**src/rtl/threebitcounter_driver_if.sv**
```systemverilog
// Command and counter-drive bundle between a command source and the three-bit counter driver.
// The slave modport is the driver's view; master is the view of whoever sources commands and returns data_out.
interface threebitcounter_driver_if;
  logic       cmd_valid;
  logic [1:0] cmd_op;
  logic [2:0] cmd_data;
  logic [3:0] cmd_len;
  logic       cmd_ready;
  logic       ld;
  logic       inc;
  logic [2:0] data_in;
  logic [2:0] data_out;
  logic [2:0] model;
  logic       busy;
  logic       blocked;
  logic       mismatch;
  logic [7:0] err_count;

  modport slave (
    input  cmd_valid, cmd_op, cmd_data, cmd_len, data_out,
    output cmd_ready, ld, inc, data_in, model, busy, blocked, mismatch, err_count
  );

  modport master (
    output cmd_valid, cmd_op, cmd_data, cmd_len, data_out,
    input  cmd_ready, ld, inc, data_in, model, busy, blocked, mismatch, err_count
  );
endinterface

```
**src/rtl/threebitcounter_driver.sv**
```systemverilog
// Drives ld/inc strobes into a three-bit counter from HOLD/LOAD/INC/CLEAR commands, tracks a reference
// model of the counter, refuses increments that would wrap 7->0, and counts data_out/model disagreements.
module threebitcounter_driver (
  input logic                          clk,
  input logic                          rst,
  threebitcounter_driver_if.slave      bus
);

  typedef enum logic {IDLE = 1'b0, RUN = 1'b1} state_t;

  localparam logic [1:0] OP_HOLD  = 2'b00;
  localparam logic [1:0] OP_LOAD  = 2'b01;
  localparam logic [1:0] OP_INC   = 2'b10;
  localparam logic [1:0] OP_CLEAR = 2'b11;

  state_t     state_q, state_d;
  logic [3:0] cnt_q, cnt_d;
  logic       is_inc_q, is_inc_d;
  logic       ld_q, ld_d;
  logic       inc_q, inc_d;
  logic [2:0] data_in_q, data_in_d;
  logic       blocked_q, blocked_d;
  logic [2:0] model_q, model_d;
  logic       armed_q;
  logic       mismatch_q, mismatch_d;
  logic [7:0] err_q, err_d;
  logic [2:0] p;

  always_ff @(posedge clk or posedge rst) begin
    if (rst) begin
      state_q <= IDLE;
    end else begin
      state_q <= state_d;
    end
  end

  always_comb begin
    state_d   = state_q;
    cnt_d     = cnt_q;
    is_inc_d  = is_inc_q;
    ld_d      = 1'b0;
    inc_d     = 1'b0;
    data_in_d = 3'd0;
    blocked_d = 1'b0;
    // Counter value the next strobe would act on; reaching 7 means a further inc would wrap.
    p         = model_q + {2'b00, inc_q};
    case (state_q)
      IDLE: begin
        if (bus.cmd_valid) begin
          state_d  = RUN;
          cnt_d    = bus.cmd_len;
          is_inc_d = (bus.cmd_op == OP_INC);
          case (bus.cmd_op)
            OP_LOAD: begin
              ld_d      = 1'b1;
              data_in_d = bus.cmd_data;
              cnt_d     = 4'd0;
            end
            OP_CLEAR: begin
              ld_d  = 1'b1;
              cnt_d = 4'd0;
            end
            OP_INC: begin
              if (p == 3'd7) begin
                blocked_d = 1'b1;
                state_d   = IDLE;
              end else begin
                inc_d = 1'b1;
              end
            end
            default: ;
          endcase
        end
      end
      RUN: begin
        if (cnt_q == 4'd0) begin
          state_d = IDLE;
        end else begin
          cnt_d = cnt_q - 4'd1;
          if (is_inc_q) begin
            if (p == 3'd7) begin
              blocked_d = 1'b1;
              state_d   = IDLE;
            end else begin
              inc_d = 1'b1;
            end
          end
        end
      end
      default: state_d = IDLE;
    endcase
  end

  always_comb begin
    bus.cmd_ready = (state_q == IDLE);
    bus.busy      = (state_q == RUN);
    bus.ld        = ld_q;
    bus.inc       = inc_q;
    bus.data_in   = data_in_q;
    bus.model     = model_q;
    bus.blocked   = blocked_q;
    bus.mismatch  = mismatch_q;
    bus.err_count = err_q;
  end

  always_comb begin
    model_d = model_q;
    if (ld_q) begin
      model_d = data_in_q;
    end else if (inc_q) begin
      model_d = model_q + 3'd1;
    end
    // armed_q stays low for the first cycle after reset release so a settling counter is not flagged.
    mismatch_d = armed_q && (bus.data_out != model_q);
    err_d      = err_q;
    if (mismatch_d && (err_q != 8'hFF)) begin
      err_d = err_q + 8'd1;
    end
  end

  always_ff @(posedge clk or posedge rst) begin
    if (rst) begin
      cnt_q      <= 4'd0;
      is_inc_q   <= 1'b0;
      ld_q       <= 1'b0;
      inc_q      <= 1'b0;
      data_in_q  <= 3'd0;
      blocked_q  <= 1'b0;
      model_q    <= 3'd0;
      armed_q    <= 1'b0;
      mismatch_q <= 1'b0;
      err_q      <= 8'd0;
    end else begin
      cnt_q      <= cnt_d;
      is_inc_q   <= is_inc_d;
      ld_q       <= ld_d;
      inc_q      <= inc_d;
      data_in_q  <= data_in_d;
      blocked_q  <= blocked_d;
      model_q    <= model_d;
      armed_q    <= 1'b1;
      mismatch_q <= mismatch_d;
      err_q      <= err_d;
    end
  end

endmodule

```
**src/flat_wrapper.sv**
```systemverilog
// flat-port wrapper written by rule: the top's interface ports become plain ports
module threebitcounter_driver_flat 
  (clk, rst, bus_cmd_valid, bus_cmd_op, bus_cmd_data, bus_cmd_len, bus_data_out, bus_cmd_ready, bus_ld, bus_inc, bus_data_in, bus_model, bus_busy, bus_blocked, bus_mismatch, bus_err_count);
  threebitcounter_driver_if bus_i ();
  input logic clk;
  input logic rst;
  input wire logic [$bits(bus_i.cmd_valid)-1:0] bus_cmd_valid;
  input wire logic [$bits(bus_i.cmd_op)-1:0] bus_cmd_op;
  input wire logic [$bits(bus_i.cmd_data)-1:0] bus_cmd_data;
  input wire logic [$bits(bus_i.cmd_len)-1:0] bus_cmd_len;
  input wire logic [$bits(bus_i.data_out)-1:0] bus_data_out;
  output wire logic [$bits(bus_i.cmd_ready)-1:0] bus_cmd_ready;
  output wire logic [$bits(bus_i.ld)-1:0] bus_ld;
  output wire logic [$bits(bus_i.inc)-1:0] bus_inc;
  output wire logic [$bits(bus_i.data_in)-1:0] bus_data_in;
  output wire logic [$bits(bus_i.model)-1:0] bus_model;
  output wire logic [$bits(bus_i.busy)-1:0] bus_busy;
  output wire logic [$bits(bus_i.blocked)-1:0] bus_blocked;
  output wire logic [$bits(bus_i.mismatch)-1:0] bus_mismatch;
  output wire logic [$bits(bus_i.err_count)-1:0] bus_err_count;
  assign bus_i.cmd_valid = bus_cmd_valid;
  assign bus_i.cmd_op = bus_cmd_op;
  assign bus_i.cmd_data = bus_cmd_data;
  assign bus_i.cmd_len = bus_cmd_len;
  assign bus_i.data_out = bus_data_out;
  assign bus_cmd_ready = bus_i.cmd_ready;
  assign bus_ld = bus_i.ld;
  assign bus_inc = bus_i.inc;
  assign bus_data_in = bus_i.data_in;
  assign bus_model = bus_i.model;
  assign bus_busy = bus_i.busy;
  assign bus_blocked = bus_i.blocked;
  assign bus_mismatch = bus_i.mismatch;
  assign bus_err_count = bus_i.err_count;
  threebitcounter_driver u_core (.clk(clk), .rst(rst), .bus(bus_i));
endmodule
```
**config.mk**
```make
export PLATFORM = sky130hd
export DESIGN_NAME = threebitcounter_driver_flat
export DESIGN_NICKNAME = d
export VERILOG_FILES = /design/src/rtl/threebitcounter_driver_if.sv /design/src/rtl/threebitcounter_driver.sv /design/src/flat_wrapper.sv
export SDC_FILE = /design/constraint.sdc
export NUM_CORES = 1
export LEC_CHECK = 0
export ABC_AREA = 1
export CORE_ASPECT_RATIO = 1.5
export CORE_UTILIZATION = 52
export DETAILED_ROUTE_END_ITERATION = 6
export HOLD_SLACK_MARGIN = 0.08
export PLACE_DENSITY = 0.84
export SYNTH_ARGS = -nofsm -noshare
export SYNTH_HDL_FRONTEND = slang
export SYNTH_SLANG_ARGS = --single-unit
```
**constraint.sdc**
```tcl
create_clock -name clk -period 2.1 [get_ports clk]
set_input_delay 0.42 -clock clk [delete_from_list [all_inputs] [get_ports clk]]
set_output_delay 0.42 -clock clk [all_outputs]
set_load 0.02 [all_outputs]
```
==> out/summary.md <==
• 6 — First-pass DRT Iterations
• 0.918 — Tcrit/Tclk final
• inv_2 -> clkdlybuf4s50_1 — worst-path cell chain
• 176 — Mapped Cells
• 44.2 µm — Die X-Extent
• 30 — Initial DRC Count
• sky130_fd_sc_hd__dfrtp_1 — prevailing post-synth register cell
• 206 — total of fill cells in the finished design
• 3 — TritonCTS Buffers
• 1760 µm² — cell area reported after detailed placement
• 28.7% — Area growth, synth to finish
• built — TritonCTS clock tree
• sky130_fd_sc_hd__dfrtp_1 — cell type contributing the most total cell area after synthesis
• 238 — non-filler cells in the finished layout
• 0.853 nW — leakage power summed over all cells
• 0 ns — summed negative setup slack over all endpoints
• 2480 µm² — core footprint
• primary input to async pin — kind of path behind the tightest hold check
• 65.3 µm — die height
• register — CP Launch Type
• 2890 µm² — die outline area
• complete, no violations — status
• 26 — maximum number of pins on one net before global-route repair
• 0 — Setup Viol. Count Final
• 6 — count of cells along the worst register-to-register path
• 5.44 — vias per std cell
• 0 — max-cap check violation count
• buffers and inverters — critical path's top delay family
• 0 — initial antenna violation count
• 0.561 — Initial Util
• 7.89 µm² — synthesized area per cell
• 0 — GRT overflow
• 234 — placed cells
• 2 — Bufs and invs on worst path
• 1.68 ns — required time at the endpoint of the critical path
• 1.00 — async set-or-reset flop fraction in the synthesized netlist
• 0.518 GHz — maximum clock frequency
• 0 — number of enable flip-flop cells after synthesis
• 0.13 ns — CTS clock-pin slew for the worst setup and hold paths
• sky130_fd_sc_hd__clkdlybuf4s50_1 — critical path's slowest cell
• 0.0701 — layout cell share with drive strength beyond 1
• 22 — number of core rows
• 7 — maximum fanout encountered on the critical timing path
• 1294 — via total after detailed routing
• 1.93 ns — Min Clock Period, post-route
• 0.449 ns — setup slack after placement
• no — setup repair after global routing missed its margin
• 34 — buffers added on ports
• 0.00482 ns — post-route clock skew
• 1217 — vias in the first global route
• 0 — total of cells resized after clock tree synthesis
• 0.450 — part of the Yosys area used for sequential elements
• 35 — number of I/O pins
• 0.820 — final weighted congestion in routability-driven placement
• 1390 µm² — Post-Synthesis Cell Area
• sky130_fd_sc_hd__dfrtp_1 45%, sky130_fd_sc_hd__nand2_1 16%, sky130_fd_sc_hd__ha_1 5.4% — leading post-synthesis cells by cell area
• 1 — H-Tree Level Count
• 0 — number of routed nets with antenna violations
• 12.0 µm — Routed wire per std cell
• 0 — Antenna diodes
• 25 — Distinct cells, synth
• 0 — DRC violation count after routing
• 0 — final count of hold timing violations
• register to output pin — startpoint-to-endpoint class of the critical path
• 0.60 ns — Max stage delay on crit path
• 2270 µm — post-DP HPWL
• 2850 µm — Total Routed Length
• 236 — net count of the finished layout
• 25 — number of storage elements in the synthesis netlist
• 0 — total number of yosys warnings
• 0.31 ns — worst-skew pair later-pin latency
• 0.171 ns — worst setup margin
• 1.51 ns — worst path arrival time
• 0 — number of buffers added to fix hold violations after cts
• 1160 nW/µm² — power density cells
• 0 — number of setup buffers added after CTS
• 197 — Synth Net Count
• 25 — number of sinks on the clock net
• 0 — number of slew-limit violations in the final report
• output pin — crit path capture type
• 4800 µm — wire length of the first global-routing pass
• 1790 µm² — summed area of non-filler cells in the final layout
• 2 — deepest clock path buffer count
• 0.000728 V — maximum ir drop on the vdd rail
• sky130_fd_sc_hd__clkbuf_4 — root cell of the clock tree
• 0.722 — final cell utilization of the core
• 0.450 — Yosys top cell area share
• 2 — Stages on worst setup path
• u_core.bus.busy$_DFF_PP0_ — Setup crit start
• 0.218 — combined global-route utilization of all metal layers
• u_core.bus.model[0]$_DFFE_PP0P_ — source of the worst register-to-register timing path
==> sequential cells by signal, summed over array words and instances, names as in the netlist <==
| name | count |
|---|---|
| u_core.bus.model | 3 |
| u_core.armed_q | 1 |
| u_core.bus.inc | 1 |
| u_core.bus.busy | 1 |
| u_core.bus.mismatch | 1 |
| u_core.cnt_q | 4 |
| u_core.bus.err_count | 8 |
| u_core.bus.ld | 1 |
| u_core.bus.blocked | 1 |
| u_core.bus.data_in | 3 |
| u_core.is_inc_q | 1 |
==> power by group <==
group	switching [W]	leakage, nW	total [W]	internal [W]
registers	0.000200	0.324	0.000830	0.000631
clock network	0.000135	0.0150	0.000209	0.0000742
logic	0.000582	0.514	0.00104	0.000458
total	0.000917	0.853	0.00208	0.00116
==> logic make-up (layout without fill, tap and decap cells) <==
family	after synthesis	count (layout)	synth area share
buffers and inverters	24	62	0.0658
adder cells (fa/ha/maj)	6	6	0.0541
AO/OA/AOI/OAI	19	19	0.0802
AND/OR/NAND/NOR	96	96	0.315
flip-flops	25	25	0.450
XOR/XNOR	5	5	0.0315
other	1	1	0.00270
==> placed cells by master, fill, tap and decap left out <==
cell,netlist,final
sky130_fd_sc_hd__o21ai_2,1,1
sky130_fd_sc_hd__o21ai_0,10,10
sky130_fd_sc_hd__nand3_2,1,1
sky130_fd_sc_hd__nand3_4,2,2
sky130_fd_sc_hd__clkbuf_1,0,1
sky130_fd_sc_hd__clkdlybuf4s50_1,0,34
sky130_fd_sc_hd__ha_1,6,6
sky130_fd_sc_hd__a21oi_1,1,1
sky130_fd_sc_hd__nand3_1,8,8
sky130_fd_sc_hd__xor2_1,1,1
sky130_fd_sc_hd__nor2_1,15,15
sky130_fd_sc_hd__buf_4,0,1
sky130_fd_sc_hd__o21ai_1,2,2
sky130_fd_sc_hd__nand2_1,58,58
sky130_fd_sc_hd__conb_1,1,1
sky130_fd_sc_hd__inv_1,19,19
sky130_fd_sc_hd__nor2_4,1,1
sky130_fd_sc_hd__inv_2,4,4
sky130_fd_sc_hd__o21a_1,1,1
sky130_fd_sc_hd__nand2_2,1,1
sky130_fd_sc_hd__nand4_1,8,8
sky130_fd_sc_hd__nor3_1,1,1
sky130_fd_sc_hd__a22oi_1,3,3
sky130_fd_sc_hd__xnor2_1,4,4
sky130_fd_sc_hd__o211ai_1,1,1
sky130_fd_sc_hd__dfrtp_1,25,25
sky130_fd_sc_hd__clkbuf_4,0,3
sky130_fd_sc_hd__nor2_2,1,1
==> worst reg2reg max path, cell delays in order (launching register included) <==
cell and delay [ns]:
sky130_fd_sc_hd__dfrtp_1 0.48, sky130_fd_sc_hd__ha_1 0.24, sky130_fd_sc_hd__ha_1 0.20, sky130_fd_sc_hd__nand2_1 0.08, sky130_fd_sc_hd__nand3_1 0.13, sky130_fd_sc_hd__o21ai_0 0.16, sky130_fd_sc_hd__o21ai_1 0.09
==> synth_stat cells, types with 2 or more instances <==
cell type / instances
sky130_fd_sc_hd__o21ai_1: 2
sky130_fd_sc_hd__nand4_1: 8
sky130_fd_sc_hd__o21ai_0: 10
sky130_fd_sc_hd__nor2_1: 15
sky130_fd_sc_hd__nand2_1: 58
sky130_fd_sc_hd__nand3_4: 2
sky130_fd_sc_hd__inv_2: 4
sky130_fd_sc_hd__dfrtp_1: 25
sky130_fd_sc_hd__nand3_1: 8
sky130_fd_sc_hd__ha_1: 6
sky130_fd_sc_hd__xnor2_1: 4
sky130_fd_sc_hd__inv_1: 19
sky130_fd_sc_hd__a22oi_1: 3
==> layout make-up <==
type / count / area (µm²) / area share
clock buffers: 4 / 26.3 / 0.0147
multi-input cells: 127 / 672 / 0.376
inverters: 23 / 86.3 / 0.0483
repair buffers: 35 / 348 / 0.195
well taps: 24 / 30.0 / 0.0168
flip-flops and latches: 25 / 626 / 0.350
==> path summary, 6_finish.rpt <==
kind / to / slack, ns
min in group clk: u_core.bus.model[1]$_DFFE_PP0P_ / 0.51
worst min-delay path: u_core.bus.inc$_DFF_PP0_ / 0.44
max in group asynchronous: u_core.armed_q$_DFF_PP0_ / 1.42
worst max register to register: u_core.bus.busy$_DFF_PP0_ / 0.63
worst min register to register: u_core.bus.model[1]$_DFFE_PP0P_ / 0.51
worst max-delay path: bus_cmd_ready / 0.17
==> stage by stage <==
stage	power, W	hold slack [ns]
global route	0.00225	0.465
finish	0.00208	0.445
global placement	0.00182	0.484
CTS	0.00210	0.447
floorplan	0.00147	0.447
detailed placement	0.00188	0.491
==> routing by layer <==
layer | global-route usage | part of all wire | vias to the layer above
met2 | 0.421 | 0.57 | 40
met4 | 0.0758 | 0.015 | 0
met3 | 0.0220 | 0.030 | 6
li1 | - | - | 638
met1 | 0.231 | 0.39 | 610
met5 | 0 | 0 | -
(Power assumes the default switching activity.)
